## src/rtl/contador_pkg.sv

```systemverilog
// contador_pkg: shared types and constants for the debounced 4-bit counter controller
// Holds the FSM state encoding, the count width, the synchroniser depth and the load saturation helper.
package contador_pkg;
    localparam int LARG_CONT = 4;
    localparam int PROF_SYNC = 2;
    typedef enum logic [1:0] {
        PARADO   = 2'b00,
        CONTANDO = 2'b01,
        PAUSADO  = 2'b10,
        FIM      = 2'b11
    } estado_t;
    // Load values beyond the count range clamp to the last valid count.
    function automatic logic [LARG_CONT-1:0] satura(input logic [LARG_CONT-1:0] v, input int modulo);
        return (int'(v) >= modulo) ? LARG_CONT'(modulo - 1) : v;
    endfunction
endpackage

```

## src/rtl/filtro_botao.sv

```systemverilog
// filtro_botao: synchroniser, debounce filter and rising-edge event for one raw push-button
// Ports:
//   clock_i   system clock
//   reset_i   asynchronous active-high reset
//   botao_i   raw button level, asynchronous to clock_i
//   evento_o  1-cycle pulse when the filtered level rises
module filtro_botao
    import contador_pkg::*;
#(
    parameter int DEB_CICLOS = 1_000_000
) (
    input  logic clock_i,
    input  logic reset_i,
    input  logic botao_i,
    output logic evento_o
);
    localparam int CW = $clog2(DEB_CICLOS + 1);
    logic [PROF_SYNC-1:0] sinc_q;
    logic [CW-1:0]        cont_q, cont_d;
    logic                 nivel_q, nivel_d, nivel_ant_q;
    logic                 amostra;
    assign amostra = sinc_q[PROF_SYNC-1];
    // The counter only runs while the synchronised sample disagrees with the accepted level,
    // so any bounce back to the old level restarts the stability window.
    always_comb begin
        cont_d  = '0;
        nivel_d = nivel_q;
        if (amostra != nivel_q) begin
            if (cont_q == CW'(DEB_CICLOS - 1)) nivel_d = amostra;
            else cont_d = cont_q + 1'b1;
        end
    end
    always_ff @(posedge clock_i or posedge reset_i) begin
        if (reset_i) begin
            sinc_q      <= '0;
            cont_q      <= '0;
            nivel_q     <= 1'b0;
            nivel_ant_q <= 1'b0;
        end else begin
            sinc_q      <= {sinc_q[PROF_SYNC-2:0], botao_i};
            cont_q      <= cont_d;
            nivel_q     <= nivel_d;
            nivel_ant_q <= nivel_q;
        end
    end
    assign evento_o = nivel_q & ~nivel_ant_q;
endmodule

```

## src/rtl/controle_contador_filtro.sv

```systemverilog
// controle_contador_filtro: button-driven run/pause/load/end controller owning the display count S
// Ports:
//   clock, reset                          single clock domain, asynchronous active-high reset
//   botao_inicio, botao_pausa, botao_carga raw buttons (debounced internally)
//   modo_desc                             0 count up, 1 count down (synchronised level)
//   valor_carga                           value loaded into S on a load event
//   S                                     count value for the 7-segment decoder
//   tick_out                              1-cycle pulse on every count step
//   fim                                   terminal indication (pulse when cyclic, level in FIM otherwise)
//   estado                                current FSM state
module controle_contador_filtro
    import contador_pkg::*;
#(
    parameter int DIV_TICK   = 50_000_000,
    parameter int DEB_CICLOS = 1_000_000,
    parameter int MODULO     = 10,
    parameter bit CICLICO    = 1'b1
) (
    input  logic                 clock,
    input  logic                 reset,
    input  logic                 botao_inicio,
    input  logic                 botao_pausa,
    input  logic                 botao_carga,
    input  logic                 modo_desc,
    input  logic [LARG_CONT-1:0] valor_carga,
    output logic [LARG_CONT-1:0] S,
    output logic                 tick_out,
    output logic                 fim,
    output logic [1:0]           estado
);
    localparam int                   PW    = $clog2(DIV_TICK + 1);
    localparam logic [LARG_CONT-1:0] MAX   = LARG_CONT'(MODULO - 1);
    localparam logic [PW-1:0]        P_MAX = PW'(DIV_TICK - 1);
    logic                 ev_inicio, ev_pausa, ev_carga;
    logic                 carga, pausa, inicio, tick, terminal, desc, volta;
    logic [PROF_SYNC-1:0] modo_q;
    estado_t              estado_q, estado_d;
    logic [LARG_CONT-1:0] s_q, s_d;
    logic [PW-1:0]        presc_q, presc_d;
    logic                 tick_q, tick_d, fim_q, fim_d;
    filtro_botao #(.DEB_CICLOS(DEB_CICLOS)) u_inicio (
        .clock_i(clock), .reset_i(reset), .botao_i(botao_inicio), .evento_o(ev_inicio)
    );
    filtro_botao #(.DEB_CICLOS(DEB_CICLOS)) u_pausa (
        .clock_i(clock), .reset_i(reset), .botao_i(botao_pausa), .evento_o(ev_pausa)
    );
    filtro_botao #(.DEB_CICLOS(DEB_CICLOS)) u_carga (
        .clock_i(clock), .reset_i(reset), .botao_i(botao_carga), .evento_o(ev_carga)
    );
    // Event priority carga > pausa > inicio; a masked event is dropped, not deferred.
    assign carga    = ev_carga;
    assign pausa    = ev_pausa & ~ev_carga;
    assign inicio   = ev_inicio & ~ev_pausa & ~ev_carga;
    assign desc     = modo_q[PROF_SYNC-1];
    assign tick     = (estado_q == CONTANDO) && (presc_q == P_MAX);
    assign terminal = desc ? (s_q == '0) : (s_q == MAX);
    always_comb begin
        estado_d = estado_q;
        s_d      = s_q;
        presc_d  = presc_q;
        volta    = 1'b0;
        if (carga) begin
            s_d      = satura(valor_carga, MODULO);
            estado_d = PARADO;
        end else begin
            case (estado_q)
                PARADO: if (inicio) estado_d = CONTANDO;
                CONTANDO: begin
                    presc_d = tick ? '0 : presc_q + 1'b1;
                    if (tick && !terminal) s_d = desc ? s_q - 1'b1 : s_q + 1'b1;
                    if (tick && terminal && CICLICO) begin
                        s_d   = desc ? MAX : '0;
                        volta = 1'b1;
                    end
                    // Reaching the end wins over a pause arriving in the same cycle.
                    if (tick && terminal && !CICLICO) estado_d = FIM;
                    else if (pausa) estado_d = PAUSADO;
                end
                PAUSADO: if (pausa || inicio) estado_d = CONTANDO;
                default: if (inicio) begin
                    s_d      = desc ? MAX : '0;
                    estado_d = CONTANDO;
                end
            endcase
        end
        // Prescaler phase survives a pause but restarts from any idle state.
        if (estado_d == PARADO || estado_d == FIM) presc_d = '0;
        tick_d = tick & ~carga;
        fim_d  = CICLICO ? volta : (estado_d == FIM);
    end
    always_ff @(posedge clock or posedge reset) begin
        if (reset) begin
            modo_q   <= '0;
            estado_q <= PARADO;
            s_q      <= '0;
            presc_q  <= '0;
            tick_q   <= 1'b0;
            fim_q    <= 1'b0;
        end else begin
            modo_q   <= {modo_q[PROF_SYNC-2:0], modo_desc};
            estado_q <= estado_d;
            s_q      <= s_d;
            presc_q  <= presc_d;
            tick_q   <= tick_d;
            fim_q    <= fim_d;
        end
    end
    assign S        = s_q;
    assign estado   = estado_q;
    assign tick_out = tick_q;
    assign fim      = fim_q;
endmodule

```

## config.mk

```make
export PLATFORM = sky130hd
export DESIGN_NAME = controle_contador_filtro
export DESIGN_NICKNAME = d
export VERILOG_FILES = /design/src/rtl/contador_pkg.sv /design/src/rtl/filtro_botao.sv /design/src/rtl/controle_contador_filtro.sv
export SDC_FILE = /design/constraint.sdc
export NUM_CORES = 1
export LEC_CHECK = 0
export CAP_MARGIN = 0
export CORE_MARGIN = 4
export CORE_UTILIZATION = 61
export DETAILED_ROUTE_END_ITERATION = 10
export GPL_TIMING_DRIVEN = 0
export PLACE_DENSITY = 0.79
export SYNTH_ARGS = -nofsm -noshare
export SYNTH_HDL_FRONTEND = slang
export SYNTH_SLANG_ARGS = --single-unit
```

## constraint.sdc

```tcl
create_clock -name clock -period 4 [get_ports clock]
set_input_delay 0.8 -clock clock [delete_from_list [all_inputs] [get_ports clock]]
set_output_delay 0.8 -clock clock [all_outputs]
set_load 0.02 [all_outputs]
```

==> results.py, run 1 <==
metrics = {
    "cells_and_area": {
        "drive_gt1_frac": 0.0564,
        "utilization": 0.687,
        "antenna_cells": 0,
        "layout.nets": 618,
        "area_growth_pct": 9.66,
        "ff_latch_area_sq_um": 2700,
        "fill_cells": 711,
        "multi_input_area_sq_um": 2620,
    },
    "setup_path": {
        "crit_slowest_cell": "dfrtp_1",
        "r2r-end": "S[0]",
        "worst-path-buf-inv": 1,
        "criticalPathCategory": "reg2reg",
        "crit_path_start_kind": "register",
        "crit_family": "simple AND/OR/NAND/NOR gates",
        "r2r_start": "estado[1]",
        "slowest_delay_ps": 470,
        "crit_path_end_kind": "register",
        "reg2reg_slack_ps": 1260,
        "cpMostUsedCell": "o21ai_0",
        "worstPathRequired_ps": 4270,
        "reg2reg_depth": 9,
        "critPathMaxFanout": 7,
        "cp_data_arrival_time_ps": 3010,
        "cp_cell_sequence": "inv_1 -> ha_1 -> nand3_1 -> or3_1 -> nor2_1 -> o21ai_0 -> o21ai_0 -> o311a_1 -> a21oi_1",
    },
    "sta": {
        "rsz0062_at_grt": "false",
        "finalCriticalPeriod_ps": 2740,
        "hold_slack_ps": 362,
        "finalSetupViolCount": 0,
        "period_share": 0.686,
        "drv_slew": 0,
        "max_freq_ghz": 0.365,
        "relSlewSlack": 0.617,
        "hold_viol": 0,
        "worst_slew_pin_slew_ps": 570,
        "fin_skew_ps": 12.5,
    },
    "yosys": {
        "yosysSeqAreaShare": 0.497,
        "syn-cell-area_sq_um": 5440,
        "ys_async_sr_fraction": 1.00,
        "synth_top_family_by_area": "simple AND/OR/NAND/NOR gates",
        "synthAdderAreaFrac": 0.0244,
        "synth_edf_count": 0,
        "synth_fp_nets": 589,
        "synth-main-ff-cell": "dfrtp_1",
        "syn-instance-count": 569,
        "synthMuxAreaShare": 0.0154,
        "syn_area_per_cell_sq_um": 9.56,
        "ys_warn_count": 0,
        "post_synth_num_cell_types": 52,
        "synth_compound_gate_area_share": 0.0739,
        "synthXorXnorAreaFrac": 0.101,
        "synth_seq_cells": 108,
        "synthSimpleGateAreaFrac": 0.266,
    },
    "clock_network": {
        "cts_buffer_depth": 2,
        "htree_num_levels": 3,
        "cts_root_buf": "clkbuf_8",
        "clock_sinks": 108,
        "numCtsBuffers": 9,
        "cts.repair.resized": 0,
        "cts_hold_buf": 0,
        "post_cts_buffers": 0,
        "tritoncts": "done",
        "clock_latency_ps": 380,
        "cts.clk_slew.worst_paths_ps": 110,
    },
    "die": {
        "die_x_um": 102,
        "core-area_sq_um": 8680,
        "io-pin-count": 18,
        "fp.dieH_um": 102,
        "die_area_sq_um": 10500,
        "row_count": 34,
        "initial_utilization": 0.627,
    },
    "power": {
        "internal_power_mw": 1.37,
        "swShare": 0.255,
        "ir_drop_v": 0.000200,
        "pwr-share-comb": 0.039,
        "p_clk_frac": 0.356,
        "power_density_nw_per_um2": 309,
        "switchingPower_mw": 0.468,
        "p_seq_frac": 0.606,
        "power.leakage_nw": 2.44,
    },
    "global_routing": {
        "grt_overflow": 0,
        "antenna_found_initial": 0,
        "top_usage_layer": "met2",
        "grt_use_met2": 0.375,
        "grt_pass1_wl_um": 18700,
        "grt_pass1_vias": 4138,
        "grt_usage": 0.224,
        "met1_usage": 0.284,
        "grt_max_degree": 71,
        "met3_usage": 0.0587,
    },
    "route": {
        "vias": 4253,
        "firstDrtPassIters": 5,
        "drcViolationCount": 0,
        "wl_um": 10900,
        "ant_nets": 0,
        "drt_iter0_markers": 237,
        "routedWlPerCell_um": 15.4,
        "vias_per_cell": 5.98,
    },
    "place": {
        "routabilityCongestion": 0.861,
        "io_buffer_count": 17,
        "hpwl_um": 7610,
    },
    "status": {
        "status": "completed",
    },
    "hold_path": {
        "hold-path-cell-count": 0,
        "min_to": "u_inicio.sinc_q[1]",
        "hp-start": "u_inicio.sinc_q[0]",
        "min_path_type": "reg2reg",
    },
    "flow_run": {
        "maxCapViolCount": 0,
    },
}
-- synthesized netlist by cell type (3+ instances only) --
cell        n  area [sq um]
o21a_1      4          30.0
and3_1     11          68.8
nand4_1    24           150
a21oi_1    15          75.1
nand2_1    48           180
xnor2_1    31           272
clkbuf_1   12          45.0
inv_1      10          37.5
nor4_1      7          43.8
mux2_2      3          33.8
xor2_1     32           280
o21ai_1     4          20.0
nand2b_1    7          43.8
or3_1       5          31.3
nand3b_1    3          22.5
buf_2       4          20.0
o21ai_0    12          60.1
and4_1      7          61.3
dfrtp_1   108          2700
nand3_1    48           240
nor3_1     15          75.1
nor2_1     97           364
nor4b_1     4          35.0
or2_2       4          25.0
a21o_1      4          30.0
ha_1        9           113
o311ai_1    7          61.3
mux2i_1     5          50.1
-- state kept, by name (all words and copies together), names as in the netlist, 2 cells and up --
name,count
u_carga.cont_q,20
S,4
u_inicio.sinc_q,2
u_pausa.sinc_q,2
u_inicio.cont_q,20
presc_q,26
u_pausa.cont_q,20
modo_q,2
u_carga.sinc_q,2
estado,2
-- area by class of cell --
cell class              count  area share
clock inverters             7      0.0111
clock buffers               9      0.0208
multi-input cells         433       0.439
plain buffers              18      0.0134
inverters                  10     0.00671
repair buffers             18      0.0332
well taps                 108      0.0227
flip-flops and latches    108       0.453
-- how the worst max path moves through the flow --
stage	start	to	cells past startpoint
floorplan	reset	S[0]	1
global placement	reset	u_pausa.cont_q[3]	2
detailed placement	estado[1]	presc_q[17]	10
CTS	estado[1]	presc_q[17]	10
global route	estado[1]	presc_q[10]	9
finish	estado[1]	S[0]	9
-- power groups by stage --
stage	combinational (mW)	clock [mW]	sequential, mW
2_1_floorplan	0.0452	0	1.13
3_3_place_gp	0.0668	0	1.14
3_5_place_dp	0.0732	0	1.14
4_1_cts	0.0736	0.669	1.11
5_1_grt	0.0818	0.720	1.12
6_report	0.0711	0.655	1.12
-- stage by stage --
stage / TNS [ps] / cells / worst slack, ps / total power [mW] / area, sq um
5_1_grt: 0 / 711 / 1090 / 1.92 / 5960
2_1_floorplan: 0 / 569 / 354 / 1.18 / 5440
4_1_cts: 0 / 711 / 1280 / 1.86 / 5960
3_3_place_gp: -118740 / 694 / -1100 / 1.20 / 5740
3_5_place_dp: 0 / 695 / 1300 / 1.21 / 5770
6_report: 0 / 711 / 1260 / 1.84 / 5960
-- cell usage in the layout (no fill, tap or decap), drive strengths merged, types with 8 or more instances in the layout --
cell / synthesis / final
clkdlybuf4s50: 0 / 17
xor2: 32 / 32
nor3: 15 / 15
xnor2: 31 / 31
inv: 10 / 14
ha: 9 / 9
dfrtp: 108 / 108
a21oi: 16 / 16
nand3: 48 / 48
and3: 11 / 11
o21ai: 16 / 16
nor4: 8 / 8
nand2: 48 / 48
nor2: 97 / 97
clkbuf: 12 / 21
nand4: 24 / 24
-- routing by layer --
metal,up-vias,wire length [um]
met3,22,480
met4,0,196
li1,2039,-
met5,-,0
met1,2091,4710
met2,101,5550
-- cells by family (layout without fill, tap and decap cells) --
logic type	count (synthesis)	in the layout
and+or+nand+nor	293	293
xor gates and xnor gates	63	63
buffers and inverters	28	62
muxes	8	8
adders and majority gates	10	10
DFF	108	108
AOI/OAI and AO/OA	59	59
Note: power is estimated with default switching activity, not from simulation.
==> run 2: changes to the inputs <==
==> constraint.sdc (replaced) <==
create_clock -name clock -period 2.8 [get_ports clock]
set_input_delay 0.56 -clock clock [delete_from_list [all_inputs] [get_ports clock]]
set_output_delay 0.56 -clock clock [all_outputs]
set_load 0.02 [all_outputs]
==> results.py, run 2 (same netlist as run 1, synthesis figures left out) <==
metrics = {
    "status": {
        "status": "completed",
    },
    "setup_path": {
        "reg2reg_depth": 10,
        "worstPathRequired_ps": 3060,
        "reg2reg_slack_ps": 120,
        "r2r-end": "presc_q[5]",
        "crit_path_start_kind": "register",
        "r2r_start": "estado[1]",
        "critPathMaxFanout": 10,
        "crit_path_end_kind": "register",
        "cp_data_arrival_time_ps": 2930,
        "criticalPathCategory": "reg2reg",
    },
    "hold_path": {
        "hold-path-cell-count": 0,
        "hp-start": "u_pausa.sinc_q[0]",
        "min_path_type": "reg2reg",
        "min_to": "u_pausa.sinc_q[1]",
    },
    "global_routing": {
        "top_usage_layer": "met2",
        "grt_usage": 0.218,
        "met3_usage": 0.0567,
        "antenna_found_initial": 0,
        "grt_overflow": 0,
        "grt_use_met2": 0.359,
        "grt_max_degree": 44,
        "met1_usage": 0.282,
        "grt_pass1_vias": 4097,
        "grt_pass1_wl_um": 18300,
    },
    "cells_and_area": {
        "ff_latch_area_sq_um": 2710,
        "fill_cells": 696,
        "stdcell_count": 712,
        "antenna_cells": 0,
        "largest_register_ffs": 26,
        "multi_input_area_sq_um": 2630,
        "final_area_sq_um": 6000,
        "area_growth_pct": 10.3,
        "largest_register": "presc_q",
        "layout.cells.most_common": "dfrtp_1",
        "drive_gt1_frac": 0.0695,
        "final_cell_mix": "dfrtp_1, nor2_1, nand3_1, nand2_1, xor2_1",
        "layout.nets": 619,
        "utilization": 0.691,
    },
    "route": {
        "firstDrtPassIters": 5,
        "vias_per_cell": 5.93,
        "vias": 4224,
        "routedWlPerCell_um": 14.7,
        "wl_um": 10500,
        "drt_iter0_markers": 194,
        "ant_nets": 0,
        "drcViolationCount": 0,
    },
    "sta": {
        "rsz0062_at_grt": "false",
        "period_share": 0.956,
        "hold_viol": 0,
        "max_freq_ghz": 0.374,
        "finalSetupViolCount": 0,
        "worst_slew_pin_slew_ps": 714,
        "setup_ws_ps": 124,
        "finalCriticalPeriod_ps": 2680,
        "finalSetupTns_ps": 0,
        "fin_skew_ps": 8.10,
        "drv_slew": 0,
        "relSlewSlack": 0.523,
    },
    "place": {
        "pre_cts_slack_ps": 73.2,
        "dp_cells": 696,
        "postPlaceCellArea_sq_um": 5790,
        "io_buffer_count": 17,
        "hpwl_um": 7540,
        "routabilityCongestion": 0.884,
    },
    "clock_network": {
        "cts_buffer_depth": 2,
        "clock_latency_ps": 380,
        "clock_sinks": 108,
        "cts.clk_slew.worst_paths_ps": 110,
        "htree_num_levels": 3,
        "numCtsBuffers": 9,
        "post_cts_buffers": 0,
        "tritoncts": "done",
        "cts_root_buf": "clkbuf_8",
        "cts_hold_buf": 0,
    },
    "die": {
        "fp.dieH_um": 102,
        "io-pin-count": 18,
        "initial_utilization": 0.627,
        "core-area_sq_um": 8680,
        "die_area_sq_um": 10500,
        "die_x_um": 102,
        "row_count": 34,
    },
    "power": {
        "power.leakage_nw": 2.45,
        "power_density_nw_per_um2": 438,
        "ir_drop_v": 0.000350,
    },
    "flow_run": {
        "maxCapViolCount": 0,
    },
}
[run 2: worst max path at each step]
| stage | from | endpoint | cells past startpoint |
|---|---|---|---|
| after global routing | estado[1] | presc_q[18] | 10 |
| after CTS | estado[1] | S[0] | 9 |
| final | estado[1] | presc_q[5] | 10 |
| after detailed placement | estado[1] | S[0] | 9 |
| after global placement | reset | u_pausa.cont_q[3] | 2 |
| after floorplan | estado[1] | presc_q[16] | 9 |
[run 2: area by class of cell]
| type | instances | area share |
|---|---|---|
| clock buffers | 10 | 0.0230 |
| well taps | 108 | 0.0225 |
| flip-flops and latches | 108 | 0.451 |
| multi-input cells | 433 | 0.439 |
| clock inverters | 6 | 0.00855 |
| inverters | 10 | 0.00689 |
| plain buffers | 18 | 0.0140 |
| repair buffers | 19 | 0.0351 |
[run 2: repair_timing]
item / in CTS / in global routing
endpoints found under the hold margin: 0 / 0
gates resized for setup: 0 / 9
endpoints found under the setup margin: 0 / 29
[run 2: critical path, stage by stage (launching register included)]
cell and delay (ps):
dfrtp_2 470, inv_1 90, ha_2 230, nand3_1 150, or3_1 480, or2_2 370
nand3_1 160, nor3_2 100, buf_2 230, a21oi_1 160, mux2i_1 100
[run 2: per-layer routing]
metal | up-vias | wire length [um]
li1 | 2052 | -
met1 | 2064 | 4660
met2 | 81 | 5180
met3 | 27 | 398
met4 | 0 | 246
met5 | - | 0
[run 2: report_power, final]
part	switching, mW	internal, mW
Sequential	0.0168	1.58
Combinational	0.0627	0.0407
Clock	0.563	0.366
Total	0.643	1.98
[run 2: metrics by stage]
step	power, mW	hold slack, ps
CTS	2.65	367
global route	2.73	377
floorplan	1.69	331
detailed placement	1.73	340
global placement	1.72	335
finish	2.63	366
